--- config.mk ---
export PLATFORM = sky130hd
export DESIGN_NAME = uart_tx_frame
export DESIGN_NICKNAME = d
export VERILOG_FILES = /design/src/rtl/uart_pkg.sv /design/src/rtl/uart_baud_cnt.sv /design/src/rtl/uart_tx_frame.sv
export SDC_FILE = /design/constraint.sdc
export NUM_CORES = 1
export LEC_CHECK = 0
export CORE_ASPECT_RATIO = 0.8
export CORE_MARGIN = 10
export CORE_UTILIZATION = 40
export DETAILED_ROUTE_END_ITERATION = 8
export GPL_ROUTABILITY_DRIVEN = 1
export HOLD_SLACK_MARGIN = 0.1
export MAX_ROUTING_LAYER = met4
export PLACE_DENSITY = 0.63
export SYNTH_ARGS = -nofsm -noshare
export SYNTH_HDL_FRONTEND = slang
export SYNTH_SLANG_ARGS = --single-unit
--- constraint.sdc ---
create_clock -name clk -period 1.9 [get_ports clk]
set_input_delay 0.38 -clock clk [delete_from_list [all_inputs] [get_ports clk]]
set_output_delay 0.38 -clock clk [all_outputs]
set_load 0.03 [all_outputs]
--- src/rtl/uart_pkg.sv ---
// uart_pkg: types and constants shared by the UART transmit and receive paths.
package uart_pkg;
  localparam int UART_DATA_BITS = 8;
  localparam int UART_CLKS_PER_BIT_DEF = 32;
  localparam logic UART_IDLE = 1'b1;
  localparam logic UART_START = 1'b0;
  typedef enum logic [2:0] {IDLE, START, DATA, PARITY, STOP} uart_state_e;
endpackage

--- src/rtl/uart_baud_cnt.sv ---
// uart_baud_cnt: free-running 0..CLKS_PER_BIT-1 bit-period counter with sync clear and bit_end strobe.
module uart_baud_cnt #(
  parameter int CLKS_PER_BIT = 32
) (
  input  logic clk,
  input  logic rst,
  input  logic clr_i,
  output logic bit_end_o
);
  localparam int CW = $clog2(CLKS_PER_BIT);
  logic [CW-1:0] cnt_q, cnt_d;
  assign bit_end_o = !clr_i && cnt_q == CW'(CLKS_PER_BIT - 1);
  always_comb begin
    cnt_d = clr_i || bit_end_o ? '0 : cnt_q + CW'(1);
  end
  always_ff @(posedge clk or negedge rst) begin
    if (!rst) cnt_q <= '0;
    else cnt_q <= cnt_d;
  end
endmodule

--- src/rtl/uart_tx_frame.sv ---
// uart_tx_frame: valid/ready byte in, one async frame out on Tx (start, 8 data LSB first, stop).
// Define UART_TX_PARITY_EN to insert an even parity bit before the stop bit (8E1 instead of 8N1).
module uart_tx_frame
  import uart_pkg::*;
#(
  parameter int CLKS_PER_BIT = UART_CLKS_PER_BIT_DEF,
  parameter int DATA_BITS = UART_DATA_BITS
) (
  input  logic                 clk,
  input  logic                 rst,
  input  logic [DATA_BITS-1:0] tx_data,
  input  logic                 tx_valid,
  output logic                 tx_ready,
  output logic                 tx_done,
  output logic                 Tx,
  output logic                 busy
);
  localparam int IW = $clog2(DATA_BITS);
  uart_state_e state_q, state_d;
  logic [DATA_BITS-1:0] shreg_q, shreg_d;
  logic [IW-1:0] idx_q, idx_d;
  logic tx_q, tx_d, bit_end;
`ifdef UART_TX_PARITY_EN
  logic par_q, par_d;
`endif
  assign tx_ready = state_q == IDLE;
  assign busy = !tx_ready;
  assign tx_done = state_q == STOP && bit_end;
  assign Tx = tx_q;
  uart_baud_cnt #(.CLKS_PER_BIT(CLKS_PER_BIT)) u_baud (
    .clk      (clk),
    .rst      (rst),
    .clr_i    (tx_ready),
    .bit_end_o(bit_end)
  );
  always_comb begin
    state_d = state_q;
    shreg_d = shreg_q;
    idx_d = idx_q;
`ifdef UART_TX_PARITY_EN
    par_d = par_q;
`endif
    case (state_q)
      IDLE: if (tx_valid) begin
        state_d = START;
        shreg_d = tx_data;
        idx_d = '0;
`ifdef UART_TX_PARITY_EN
        par_d = ^tx_data;
`endif
      end
      START: if (bit_end) state_d = DATA;
      DATA: if (bit_end) begin
        shreg_d = shreg_q >> 1;
        idx_d = idx_q + IW'(1);
`ifdef UART_TX_PARITY_EN
        if (idx_q == IW'(DATA_BITS - 1)) state_d = PARITY;
`else
        if (idx_q == IW'(DATA_BITS - 1)) state_d = STOP;
`endif
      end
`ifdef UART_TX_PARITY_EN
      PARITY: if (bit_end) state_d = STOP;
`endif
      STOP: if (bit_end) state_d = IDLE;
      default: state_d = IDLE;
    endcase
    // Line level is decoded from the next state so Tx itself comes straight from a flop.
`ifdef UART_TX_PARITY_EN
    tx_d = state_d == START ? UART_START : state_d == DATA ? shreg_d[0] : state_d == PARITY ? par_d : UART_IDLE;
`else
    tx_d = state_d == START ? UART_START : state_d == DATA ? shreg_d[0] : UART_IDLE;
`endif
  end
  always_ff @(posedge clk or negedge rst) begin
    if (!rst) begin
      state_q <= IDLE;
      shreg_q <= '0;
      idx_q <= '0;
      tx_q <= UART_IDLE;
`ifdef UART_TX_PARITY_EN
      par_q <= 1'b0;
`endif
    end else begin
      state_q <= state_d;
      shreg_q <= shreg_d;
      idx_q <= idx_d;
      tx_q <= tx_d;
`ifdef UART_TX_PARITY_EN
      par_q <= par_d;
`endif
    end
  end
endmodule

==> flow_metrics.env <==
export IMPL_grt_use_total_pct=9.09
export IMPL_skew_ns=0.00101
export IMPL_rsz0062_at_grt="true"
export IMPL_finalHoldViolCount=0
export IMPL_drive_gt1_share_pct=27.6
export IMPL_fillCellCount=221
export IMPL_setup_tns_final_ns=-0.0224
export IMPL_fin_util_pct=57.2
export IMPL_yosysSeqAreaShare_pct=50.3
export IMPL_rows=16
export IMPL_cp_top_family="flip-flops"
export IMPL_hpwl_um=1420
export IMPL_synth_cells=96
export IMPL_path_clk_slew_ns=0.11
export IMPL_drv_slew=0
export IMPL_core_area_mm2=0.00242
export IMPL_rr_worst_depth=9
export IMPL_grt_max_degree=21
export IMPL_fin_nets=139
export IMPL_syn_avg_cell_area_um2=10.4
export IMPL_grt_pass1_vias=764
export IMPL_status="finished, violations left"
export IMPL_worstSkewPairLatency_ns=0.30
export IMPL_rr_endpoint="shreg_q[5]"
export IMPL_cellLeakagePower_nw=0.608
export IMPL_slowest_stage="dfrtp_1"
export IMPL_synth_compound_area_share_pct=10.0
export IMPL_area_growth_pct=38.9
export IMPL_ys_flop_type="dfrtp_1"
export IMPL_synthMuxAreaShare_pct=0
export IMPL_drt_initial_drc_count=55
export IMPL_powerDensity_mw_per_mm2=598
export IMPL_post_route_period_util_pct=101
export IMPL_fin_cells=159
export IMPL_drc_errors=0
export IMPL_mostFrequentLayoutCells="dfrtp_1, buf_4, nand2_1"
export IMPL_place_inst=148
export IMPL_fp_dieH_um=64.7
export IMPL_final_common_cell="dfrtp_1"
export IMPL_worst_setup_path_start_kind="flip-flop"
export IMPL_synth_async_sr_flop_share_pct=100
export IMPL_yosysWarnings=0
export IMPL_routed_wl_um=2090
export IMPL_reg2reg_from="u_baud.cnt_q[0]"
export IMPL_cts_max_level=1
export IMPL_ioPinCount=15
export IMPL_maxCapViolCount=0
export IMPL_synth_cell_types=31
export IMPL_arrival_ns=1.54
export IMPL_slew_headroom_pct=76.4
export IMPL_cts_inserted_buffers=3
export IMPL_cpPeakStageDelay_ns=0.39
export IMPL_antenna_found_initial=0
export IMPL_finalCriticalPeriod_ns=1.92
export IMPL_endpoint_kind="output port"
export IMPL_ant_nets=0
export IMPL_fp_dieW_um=75.8
export IMPL_finalSetupViolations=1
export IMPL_worst_path_buf_inv=1
export IMPL_synth_top_family_by_area="simple AND/OR/NAND/NOR gates"
export IMPL_synth_edf_count=0
export IMPL_cp_depth=5
export IMPL_n_antenna_cell=0
export IMPL_clock_sinks=20
export IMPL_grt_overflow=0
export IMPL_crit_fanout=2
export IMPL_violations="negative setup slack"
export IMPL_ir_drop_v=0.000369
export IMPL_crit_type="reg -> out"
export IMPL_synth_net_count=111
export IMPL_wl_per_cell_um=13.2
export IMPL_hp_class="in -> async"
export IMPL_grt_pass1_wl_um=3450
export IMPL_crit_required_ns=1.52
export IMPL_cts_buffer_depth=2
export IMPL_pre_cts_ws_ns=0.0713
export IMPL_place_gp_congestion=0.739
export IMPL_rrSetupSlack_ns=0.07
export IMPL_drt_first_pass_iters=4
export IMPL_viasPerCell=4.96
export IMPL_vias=788
export IMPL_cp_cell_sequence="ha_2 -> and3_4 -> ha_4 -> nor4b_4 -> buf_6"
export IMPL_synth_fa_ha_area_share_pct=5.02
export IMPL_ctsHoldBuffers=0
export IMPL_synth_xor_area_share_pct=1.76
export IMPL_hold_ws_ns=0.410
export IMPL_cts_root_buffer="clkbuf_4"
export IMPL_yosys_area_share_simple_pct=27.5
export IMPL_timing_critical_path_from="u_baud.cnt_q[0]"
export IMPL_endpoint="tx_done"
export IMPL_setup_ws_ns=-0.0224
export IMPL_die_area_mm2=0.00490
export IMPL_worst_slew_pin_slew_ns=0.351
export IMPL_cts_tree="done"
export IMPL_syn_area_um2=997
export IMPL_ys_seq_elements=20
export IMPL_place_port_buffers=14
export IMPL_max_freq_mhz=520
export IMPL_initial_core_util_pct=41.2
synthesized netlist by cell type, types with 2 or more instances:
master | number | area share [%]
a22oi_1 | 6 | 4.5
ha_1 | 4 | 5.0
nand3_1 | 11 | 5.5
buf_2 | 4 | 2.0
dfrtp_1 | 19 | 48
a21oi_1 | 2 | 1.0
nand4_1 | 3 | 1.9
and2_1 | 3 | 1.9
nand2_1 | 14 | 5.3
nor2_1 | 6 | 2.3
buf_6 | 2 | 2.3
inv_1 | 2 | 0.75
nand2b_1 | 2 | 1.3
power breakdown:
part	leakage, nW	internal (mW)	total (mW)	switching, mW
sequential	0.237	0.436	0.441	0.00476
clock	0.0279	0.213	0.341	0.128
combinational	0.343	0.0266	0.0460	0.0194
total	0.608	0.676	0.828	0.152
flip-flops by register name (all words and copies together), names as in the netlist:
register	cells
shreg_q	8
u_baud.cnt_q	5
idx_q	3
state_q	3
Tx	1
routing by layer:
layer	routed length (um)	vias up	track usage (%)
li1	-	394	-
met1	954	377	11.2
met2	1020	15	13.8
met3	108	2	3.81
met4	9	0	1.39
met5	0	-	-
worst min-delay path by stage:
stage                                 end            start  cells past startpoint  slack (ns)
final                          state_q[0]              rst                      2        0.41
after global routing      u_baud.cnt_q[4]              rst                      2        0.41
after CTS                 u_baud.cnt_q[4]              rst                      2        0.41
after detailed placement  u_baud.cnt_q[0]  u_baud.cnt_q[0]                      1        0.45
after global placement    u_baud.cnt_q[0]  u_baud.cnt_q[0]                      1        0.44
after floorplan                  idx_q[0]              rst                      0        0.08
area by class of cell:
| class | instances | area [um2] | share of cell area [%] |
|---|---|---|---|
| sequential | 20 | 502 | 36.2 |
| clock inverter | 1 | 30.0 | 2.17 |
| inverter | 2 | 7.51 | 0.542 |
| timing repair buffer | 30 | 277 | 20.0 |
| tap | 36 | 45.0 | 3.25 |
| multi-input combinational | 67 | 502 | 36.2 |
| clock buffer | 3 | 22.5 | 1.63 |
metrics by stage:
stage | total power [mW] | cell area [um2]
global placement | 0.495 | 1220
finish | 0.828 | 1390
detailed placement | 0.496 | 1220
global route | 0.863 | 1390
CTS | 0.842 | 1310
floorplan | 0.460 | 1010
cells by family after synthesis:
group,after synthesis
buffers and inverters,9
XOR/XNOR,2
AO/OA/AOI/OAI,12
flip-flops,20
adder cells (fa/ha/maj),4
AND/OR/NAND/NOR,49
what timing repair did:
item                       4_1_cts  5_1_grt
gates cloned                     0        1
setup endpoints to repair        2        3
pin swaps                        1        0
gates resized for setup          7        4
setup buffers                    1        5
Note: power is estimated with default switching activity, not from simulation.
